`config.mk`:
```
export PLATFORM = sky130hd
export DESIGN_NAME = ray_dir_normalize
export DESIGN_NICKNAME = d
export VERILOG_FILES = /design/src/rtl/ray_pkg.sv /design/src/rtl/sync_fifo.sv /design/src/rtl/ray_dir_normalize.sv
export SDC_FILE = /design/constraint.sdc
export NUM_CORES = 2
export LEC_CHECK = 0
export BUFFER_PORTS_ARGS = -buffer_cell sky130_fd_sc_hd__buf_2
export CORE_AREA = 2 2 509 511
export CTS_CLUSTER_SIZE = 10
export DETAILED_ROUTE_END_ITERATION = 12
export DIE_AREA = 0 0 511 513
export SLEW_MARGIN = 20
export SYNTH_ARGS = -nofsm -noshare
export SYNTH_HDL_FRONTEND = slang
export SYNTH_SLANG_ARGS = --single-unit
export TNS_END_PERCENT = 20
```
`constraint.sdc`:
```
create_clock -name clk -period 20.5 [get_ports clk]
set_input_delay 1.025 -clock clk [delete_from_list [all_inputs] [get_ports clk]]
set_output_delay 1.025 -clock clk [all_outputs]
set_load 0.02 [all_outputs]
```
`src/rtl/ray_pkg.sv`:
```
// Shared fixed-point types, vector struct and normalize FSM states for the ray direction path.
// Q8.24 signed components; the state enum is consumed by ray_dir_normalize.
package ray_pkg;

  localparam int FRAC_BITS = 24;

  typedef logic signed [31:0] fix_t;

  typedef struct packed {
    fix_t x;
    fix_t y;
    fix_t z;
  } vec3_t;

  typedef enum logic [2:0] {
    IDLE,
    MUL_X,
    MUL_Y,
    MUL_Z,
    OUT
  } norm_state_e;

endpackage

```
`src/rtl/sync_fifo.sv`:
```
// Generic synchronous FIFO, first-word fall-through read, pointers carry an extra wrap bit.
// Push while full and pop while empty are ignored; simultaneous push/pop keeps occupancy.
module sync_fifo #(
  parameter int WIDTH = 32,
  parameter int DEPTH = 4
) (
  input  logic             clk,
  input  logic             rst,
  input  logic             push_i,
  input  logic             pop_i,
  input  logic [WIDTH-1:0] data_i,
  output logic [WIDTH-1:0] data_o,
  output logic             full_o,
  output logic             empty_o
);

  localparam int AW = $clog2(DEPTH);

  logic [WIDTH-1:0] mem_q [DEPTH];
  logic [AW:0]      wr_ptr_q;
  logic [AW:0]      rd_ptr_q;
  logic             do_push;
  logic             do_pop;

  // Same index with differing wrap bits means the writer has lapped the reader.
  assign empty_o = (wr_ptr_q == rd_ptr_q);
  assign full_o  = (wr_ptr_q[AW] != rd_ptr_q[AW]) &&
                   (wr_ptr_q[AW-1:0] == rd_ptr_q[AW-1:0]);
  assign do_push = push_i && !full_o;
  assign do_pop  = pop_i && !empty_o;
  assign data_o  = mem_q[rd_ptr_q[AW-1:0]];

  always_ff @(posedge clk) begin
    if (rst) begin
      wr_ptr_q <= '0;
      rd_ptr_q <= '0;
    end else begin
      if (do_push) wr_ptr_q <= wr_ptr_q + 1'b1;
      if (do_pop)  rd_ptr_q <= rd_ptr_q + 1'b1;
    end
  end

  always_ff @(posedge clk) begin
    if (do_push) mem_q[wr_ptr_q[AW-1:0]] <= data_i;
  end

endmodule

```
`src/rtl/ray_dir_normalize.sv`:
```
// Pairs buffered ray vectors with inv_sqrt results in order and scales x,y,z through one shared multiplier.
// Define RAYNORM_ROUND_EN to round half up before the Q8.24 shift; otherwise the product is truncated.
module ray_dir_normalize
  import ray_pkg::*;
#(
  parameter int WIDTH = 32,
  parameter int DEPTH = 4
) (
  input  logic             clk,
  input  logic             rst,
  input  logic             vec_valid_in,
  output logic             vec_ready,
  input  logic [WIDTH-1:0] vec_x_in,
  input  logic [WIDTH-1:0] vec_y_in,
  input  logic [WIDTH-1:0] vec_z_in,
  input  logic             isq_valid_in,
  input  logic [WIDTH-1:0] isq_in,
  output logic             out_valid,
  input  logic             out_ready,
  output logic [WIDTH-1:0] out_x,
  output logic [WIDTH-1:0] out_y,
  output logic [WIDTH-1:0] out_z,
  output logic             err_overflow,
  output logic             err_orphan
);

  logic                   vec_full, vec_empty, isq_full, isq_empty;
  logic                   vec_pop, isq_pop;
  logic [3*WIDTH-1:0]     vec_fifo_dat;
  logic [WIDTH-1:0]       isq_fifo_dat;

  norm_state_e            state_q;
  vec3_t                  vec_q, out_q;
  logic [WIDTH-1:0]       isq_q;
  logic                   out_valid_q, err_overflow_q, err_orphan_q;

  logic signed [WIDTH-1:0]   mul_a;
  logic signed [2*WIDTH-1:0] prod, prod_r, shifted;
  logic [WIDTH-1:0]          sat;

  sync_fifo #(.WIDTH(3*WIDTH), .DEPTH(DEPTH)) u_vec_fifo (
    .clk     (clk),
    .rst     (rst),
    .push_i  (vec_valid_in),
    .pop_i   (vec_pop),
    .data_i  ({vec_x_in, vec_y_in, vec_z_in}),
    .data_o  (vec_fifo_dat),
    .full_o  (vec_full),
    .empty_o (vec_empty)
  );

  sync_fifo #(.WIDTH(WIDTH), .DEPTH(DEPTH)) u_isq_fifo (
    .clk     (clk),
    .rst     (rst),
    .push_i  (isq_valid_in),
    .pop_i   (isq_pop),
    .data_i  (isq_in),
    .data_o  (isq_fifo_dat),
    .full_o  (isq_full),
    .empty_o (isq_empty)
  );

  // An isq entry is always consumed in IDLE: paired if a vector waits, otherwise discarded as an orphan.
  assign vec_ready = !vec_full;
  assign isq_pop   = (state_q == IDLE) && !isq_empty;
  assign vec_pop   = isq_pop && !vec_empty;

  always_comb begin
    mul_a = vec_q.x;
    case (state_q)
      MUL_Y:   mul_a = vec_q.y;
      MUL_Z:   mul_a = vec_q.z;
      default: mul_a = vec_q.x;
    endcase
  end

  assign prod = $signed({{WIDTH{mul_a[WIDTH-1]}}, mul_a}) * $signed({{WIDTH{1'b0}}, isq_q});

`ifdef RAYNORM_ROUND_EN
  localparam logic signed [2*WIDTH-1:0] HALF_LSB = (2*WIDTH)'(1) <<< (FRAC_BITS - 1);
  assign prod_r = prod + HALF_LSB;
`else
  assign prod_r = prod;
`endif

  assign shifted = prod_r >>> FRAC_BITS;

  // In range only if every bit above the result's sign bit matches the product sign.
  always_comb begin
    sat = shifted[WIDTH-1:0];
    if (!shifted[2*WIDTH-1] && (|shifted[2*WIDTH-2:WIDTH-1])) begin
      sat = {1'b0, {(WIDTH-1){1'b1}}};
    end else if (shifted[2*WIDTH-1] && !(&shifted[2*WIDTH-2:WIDTH-1])) begin
      sat = {1'b1, {(WIDTH-1){1'b0}}};
    end
  end

  always_ff @(posedge clk) begin
    if (rst) begin
      state_q        <= IDLE;
      vec_q          <= '0;
      isq_q          <= '0;
      out_q          <= '0;
      out_valid_q    <= 1'b0;
      err_overflow_q <= 1'b0;
      err_orphan_q   <= 1'b0;
    end else begin
      if (isq_valid_in && isq_full) err_overflow_q <= 1'b1;
      case (state_q)
        IDLE: begin
          if (vec_pop) begin
            vec_q   <= vec_fifo_dat;
            isq_q   <= isq_fifo_dat;
            state_q <= MUL_X;
          end else if (isq_pop) begin
            err_orphan_q <= 1'b1;
          end
        end
        MUL_X: begin
          out_q.x <= sat;
          state_q <= MUL_Y;
        end
        MUL_Y: begin
          out_q.y <= sat;
          state_q <= MUL_Z;
        end
        MUL_Z: begin
          out_q.z     <= sat;
          out_valid_q <= 1'b1;
          state_q     <= OUT;
        end
        OUT: begin
          if (out_ready) begin
            out_valid_q <= 1'b0;
            state_q     <= IDLE;
          end
        end
        default: state_q <= IDLE;
      endcase
    end
  end

  assign out_valid    = out_valid_q;
  assign out_x        = out_q.x;
  assign out_y        = out_q.y;
  assign out_z        = out_q.z;
  assign err_overflow = err_overflow_q;
  assign err_orphan   = err_orphan_q;

endmodule
```
# [Word-level counts from Yosys, hierarchy flattened]
# Memories as Yosys holds them, arrays and structs flattened. A register that Yosys moved wholly into a read port is not among the register bits.
# Cells that the tools add are included.
[word_totals] register_bits=114 latchBits=0 mem_bits_rw=512 romBits=0 in_bits=133 output_inout_bits=100 wordCells=68 n_memories=2
[memory_table] name="u_vec_fifo.mem_q" words=4 word_bits=96 rd=1 rd_ports_with_merged_regs=1 wr=1 line_no="sync_fifo.sv:19" text="logic [WIDTH-1:0] mem_q [DEPTH];"
[memory_table] name="u_isq_fifo.mem_q" words=4 word_bits=32 rd=1 rd_ports_with_merged_regs=1 wr=1 line_no="sync_fifo.sv:19"
[classes] add_sub_neg=4 n_mul=1 div=0 magnitude_cmp=0 n_eq_ne=12 shifts=0 mux=12 n_bitwise=1 reduce_logical=25
[op_table] cell="$mul 32x33->64" count=1
[op_table] cell="$mux 32" count=2
[op_table] cell="$pmux 32 s2" count=1
[op_table] cell="$pmux 3 s5" count=1
[op_table] cell="$add 3x1->3 const B" count=4
[op_table] cell="$logic_and 1x1->1" count=11
[op_table] cell="$reduce_and 9->1" count=1
[op_table] cell="$reduce_or 9->1" count=1
[op_table] cell="$eq 3x2->1 const B" count=2
[op_table] cell="$eq 3x3->1" count=2
[op_table] cell="$logic_not 1->1" count=6
[op_table] cell="$mux 3" count=2
[op_table] cell="$reduce_and 2->1" count=3
[op_table] cell="$mux 1" count=5
[op_table] cell="$eq 2x2->1" count=2
[op_table] cell="$eq 3x1->1 const B" count=1
[op_table] cell="$eq 3x3->1 const B" count=1
[op_table] cell="$logic_not 3->1" count=1
[op_table] cell="$reduce_and 3->1" count=1
[op_table] cell="$ne 1x1->1" count=2
[op_table] cell="$ne 2x1->1 const B" count=1
[op_table] cell="$ne 2x2->1 const B" count=1
[op_table] cell="$pmux 1 s2" count=1
[op_table] cell="$reduce_bool 2->1" count=1
[op_table] cell="$not 1->1" count=1

# [Logic depth before layout (Yosys ltp)]
[logic_depth] depth_word=8 depth_mapped=38 mapped_depth_nobuf=30

# [Hierarchy]
# Synthesis repeated with hierarchy kept, for this count alone.
[hier_totals] cells_unflattened=5612 hier_area_um2=61904.4
[modules_own_cells] module="ray_dir_normalize" n_inst=1 cells_each=4807 area_each_um2=42331.8 seq_area_each_um2=4604.4
[modules_own_cells] module="sync_fifo (u_vec_fifo)" n_inst=1 cells_each=570 area_each_um2=14395.1 seq_area_each_um2=11691.2
[modules_own_cells] module="sync_fifo (u_isq_fifo)" n_inst=1 cells_each=235 area_each_um2=5177.5 seq_area_each_um2=4003.8

# [Worst setup path before layout]
# No wires, ideal clock.
[synth_timing] path_type="register -> register" start="register state_q[0]" end="register out_q (netlist bit out_x[11])" setup_time_ns=0.122 t_arrival_ns=9.477 required_time_ns=20.378 path_slack_ns=10.901 stages_incl_launch_ff=35 n_path_buf=6 synth_period_minus_slack_ns=9.599 path_cell_list="dfxtp_1 -> buf_2 -> buf_1 -> buf_1 -> mux2i_1 -> nor2_1 -> a21oi_1 -> clkbuf_1 -> nor2b_1 -> fa_1 -> fa_1 -> fa_1 -> inv_1 -> fa_1 -> inv_1 -> fa_1 -> inv_1 -> fa_1 -> inv_1 -> fa_1 -> fa_1 -> ha_1 -> nand4_1 -> or4_1 -> or4b_2 -> nand4_1 -> a21o_1 -> and3_1 -> xor2_1 -> nand2b_1 -> o41a_1 -> and2_4 -> buf_6 -> buf_8 -> a221o_1"
[synth_between] elab_chain_cells=8 elab_cells_between_ends=13 cone_classes="mul: 1; eq/ne: 3; mux: 3; reduce/logical: 6"
[synth_lines] element="from (decl)" line_no="ray_dir_normalize.sv:32" text="norm_state_e state_q;"
[synth_lines] element="from (signal assigned)" line_no="ray_dir_normalize.sv:100" text="state_q <= IDLE;"
[synth_lines] element="from (signal assigned)" line_no="ray_dir_normalize.sv:114" text="state_q <= MUL_X;"
[synth_lines] element="from (signal assigned)" line_no="ray_dir_normalize.sv:121" text="state_q <= MUL_Y;"
[synth_lines] element="$eq 3x2->1" line_no="ray_dir_normalize.sv:70" text="case (state_q)"
[synth_lines] element="$pmux 32 s2" line_no="ray_dir_normalize.sv:70"
[synth_lines] element="$mul 32x33->64" line_no="ray_dir_normalize.sv:77" text="assign prod = $signed({{WIDTH{mul_a[WIDTH-1]}}, mul_a}) * $signed({{WIDTH{1'b0}}, isq_q});"
[synth_lines] element="$reduce_and 9->1" line_no="ray_dir_normalize.sv:93" text="end else if (shifted[2*WIDTH-1] && !(&shifted[2*WIDTH-2:WIDTH-1])) begin"
[synth_lines] element="$logic_not 1->1" line_no="ray_dir_normalize.sv:93"
[synth_lines] element="$logic_and 1x1->1" line_no="ray_dir_normalize.sv:93"
[synth_lines] element="$mux 32" line_no="ray_dir_normalize.sv:93"
[synth_lines] element="$mux 32" line_no="ray_dir_normalize.sv:91" text="if (!shifted[2*WIDTH-1] && (|shifted[2*WIDTH-2:WIDTH-1])) begin"
[synth_lines] element="to (decl)" line_no="ray_dir_normalize.sv:33" text="vec3_t vec_q, out_q;"
# Several ways; a longest one is shown, not always the timed one.
# A chain may end at the register's enable or synchronous reset.

# [Worst setup path after layout]
[layout_timing] start="register state_q[2]" end="register out_q (netlist bit out_y[25])"
[layout_between] elab_chain_cells=8 elab_cells_between_ends=12 cone_classes="mul: 1; eq/ne: 2; mux: 3; reduce/logical: 6"
[layout_lines] element="$eq 3x2->1, on equally long branches" line_no="ray_dir_normalize.sv:70, ray_dir_normalize.sv:109"
[layout_lines] element="$pmux 32 s2" line_no="ray_dir_normalize.sv:70"
[layout_lines] element="$mul 32x33->64" line_no="ray_dir_normalize.sv:77"
[layout_lines] element="$reduce_and 9->1" line_no="ray_dir_normalize.sv:93"
[layout_lines] element="$logic_not 1->1" line_no="ray_dir_normalize.sv:93"
[layout_lines] element="$logic_and 1x1->1" line_no="ray_dir_normalize.sv:93"
[layout_lines] element="$mux 32" line_no="ray_dir_normalize.sv:93"
[layout_lines] element="$mux 32" line_no="ray_dir_normalize.sv:91"
# Several ways; a longest one is shown, not always the timed one.

==> results.md <==
- Initial Util: 23.9%
- Mapped Nets: 6777
- Initial antenna violation count: 70
- Crit path launch type: register
- R2R depth: 29
- Slowest CP cell: xnor2_1
- Worst reg2reg path startpoint: state_q[2]
- # IOs: 233
- Arrival @ worst endpoint: 11.67 ns
- Maximum clock frequency: 90.4 MHz
- Status: finished clean
- Clk Latency, worst-skew pair: 0.72 ns
- Cell mode on critical path: fa_1
- Leading cell type in the layout, fill and taps excluded: fa_1
- Hpwl dp: 128000 µm
- Tmin final: 11.07 ns
- TritonCTS clock tree: done
- P&R area growth vs syn: 12.5%
- Register bit total from synthesis: 754
- Clock buffer depth: 3
- Grt ovf: 0
- DIE AREA: 262000 µm²
- Slew Limit Fails: 0
- Hold path start: vec_q[3]
- Slew @ Worst Pin: 1.15 ns
- FFs w/ async S/R, synth: 0%
- Die Wd: 511 µm
- PostCTS Resize Cnt: 0
- IO buf count: 232
- Hold_buf cts: 0
- Core ar.: 256000 µm²
- Final nets: 6835
- Via count: 40.4k
- Crit end category: register
- Total routed wirelength: 177000 µm
- Iter 0 DRT Violations: 2957
- Crit. Startpoint: state_q[2]
- Post-DP Area: 66200 µm²
- Pleak: 28.7 nW
- Max_slew headroom: 22.7%
- Clock root buffer: clkbuf_16
- Number of CTS-inserted buffers: 87
- Fin area: 68900 µm²
- Avg Synthesized Cell Area: 11.2 µm²
- Setup TNS: 0 ns
- Required @ worst endpoint: 21.10 ns
- Hold slack final: 0.456 ns
- # H-tree levels: 3
- Post-synthesis sequential area ratio: 33.0%
- Pwr dens: 99.7 nW/µm²
- Vias in the first global route: 44.1k
- Commonest cells after routing, fill and taps aside: fa_1, inv_1, nand2_1, edfxtp_1, and2_1
- RSZ-0062 raised after global routing: no
- PnR worst setup slack: 9.43 ns
- Largest net degree at the start of global routing: 98
- Final Wtd Congestion: 0.871
- Max Cap Violations: 0
- Routed Antenna Nets: 0
- # DRC: 0
- Site Rows: 186
- WL/cell: 19.8 µm
- Die H: 513 µm
- Setup Fix Bufs, Post-CTS: 0
- Worst-path clk slew: 0.05 ns
- Pre-CTS WS: 9.61 ns
- Synthesized area: 61300 µm²
- Hold Vio Cnt, Final: 0
- Top FF cell, synth: edfxtp_1
- Cell variety after synth: 78
- Sink Count: 754
- Hold Path Depth: 2
- Final setup viols: 0
- Layout cell share with drive strength beyond 1: 11.3%
- Crit-path max cell delay: 0.81 ns
- Vias/cell: 4.51
- CP max FO: 60
- Number of flops mapped to enable cells by yosys: 512
- Fin crit share: 54.0%
- Worst vdd ir: 0.0000878 V
- GRT Overall Usage: 13.5%
- Worst hold path class: reg -> reg
- Drt first pass iters: 6
- WS Path Type: reg -> reg
- Worst Skew: 0.0691 ns
- First-pass GRT wire length: 272000 µm
- Synth warn: 0
- Syn Inst Count: 5451
cell families after synthesis:
logic type / share of synthesized area (%)
AOI/OAI and AO/OA: 4.87
xor gates and xnor gates: 0.829
adders and majority gates: 35.3
buffers and inverters: 7.50
DFF: 33.0
muxes: 5.35
and+or+nand+nor: 13.1
layout make-up:
cell class                 count  area (µm²)
inverter                     874        3280
fill                       26500      187000
sequential                   754       20200
tap                         3384        4230
multi-input combinational   3489       36700
clock inverter                11         206
timing repair buffer         303        1770
antenna                       12        30.0
clock buffer                 146        2410
per-layer routing:
layer / GRT usage, % / wire, µm / share of wire [%] / up-vias
met5: 0 / 383 / 0.22 / -
met4: 5.01 / 7260 / 4.1 / 64
met3: 3.60 / 13900 / 7.9 / 420
met2: 23.5 / 87400 / 49 / 1429
met1: 15.9 / 68400 / 39 / 21000
li1: - / - / - / 17500
synth_stat cells (6+ instances only):
| cell type | count | area share [%] |
|---|---|---|
| buf_2 | 9 | 0.074 |
| o21ai_0 | 68 | 0.56 |
| nor2_1 | 129 | 0.79 |
| nand3_1 | 16 | 0.13 |
| nand2_1 | 716 | 4.4 |
| nor2b_1 | 214 | 2.2 |
| xnor2_1 | 31 | 0.44 |
| fa_1 | 896 | 29 |
| a21o_1 | 7 | 0.086 |
| xor2_1 | 27 | 0.39 |
| mux4_2 | 128 | 4.7 |
| inv_1 | 874 | 5.4 |
| or2_2 | 14 | 0.14 |
| nand4_1 | 21 | 0.21 |
| clkbuf_1 | 314 | 1.9 |
| mux2i_1 | 33 | 0.54 |
| a21oi_1 | 218 | 1.8 |
| dfxtp_1 | 242 | 7.9 |
| edfxtp_1 | 512 | 25 |
| and2_1 | 418 | 4.3 |
| nor4_1 | 7 | 0.071 |
| o211ai_1 | 6 | 0.074 |
| a211oi_1 | 7 | 0.086 |
| nand2b_1 | 22 | 0.22 |
| and3_1 | 13 | 0.13 |
| nor3_1 | 21 | 0.17 |
| o21bai_1 | 6 | 0.074 |
| a221o_1 | 91 | 1.5 |
| buf_1 | 6 | 0.037 |
| o21a_1 | 8 | 0.098 |
| ha_1 | 297 | 6.1 |
power by group:
group	leakage [nW]	internal, mW	switching, mW	total [mW]
logic	20.8	1.09	2.24	3.33
registers	6.67	1.84	0.280	2.12
clock network	1.24	0.808	0.621	1.43
total	28.7	3.73	3.14	6.87
state kept, by name (all words and copies together) (netlist names), 32 cells and up:
register and cells:
out_x 32, vec_q 96, out_y 32, isq_q 32, out_z 32, u_vec_fifo.mem_q 384, u_isq_fifo.mem_q 128
worst max-delay path, delay by kind of cell (launching register included):
kind                     cells  cell delay (ns)
AO/OA/AOI/OAI                6             1.38
XOR/XNOR                     1             0.81
adder cells (fa/ha/maj)      9             4.65
buffers and inverters        5             1.36
flip-flops                   1             0.56
AND/OR/NAND/NOR              8             2.11
through the flow:
| stage | instances | util (%) | power, mW |
|---|---|---|---|
| 6_report | 8973 | 26.9 | 6.87 |
| 5_1_grt | 8962 | 26.9 | 7.29 |
| 4_1_cts | 8959 | 26.9 | 6.91 |
| 3_5_place_dp | 8802 | 25.8 | 5.46 |
| 3_3_place_gp | 8801 | 25.8 | 5.41 |
| 2_1_floorplan | 5451 | - | 4.09 |
final timing paths:
| check | endpoint | slack, ns |
|---|---|---|
| max reg2reg | out_y[25] | 9.43 |
| max | out_y[25] | 9.43 |
| min reg2reg | vec_q[3] | 0.46 |
| min | vec_q[3] | 0.46 |
No activity file was read; power rests on OpenSTA's default activity.
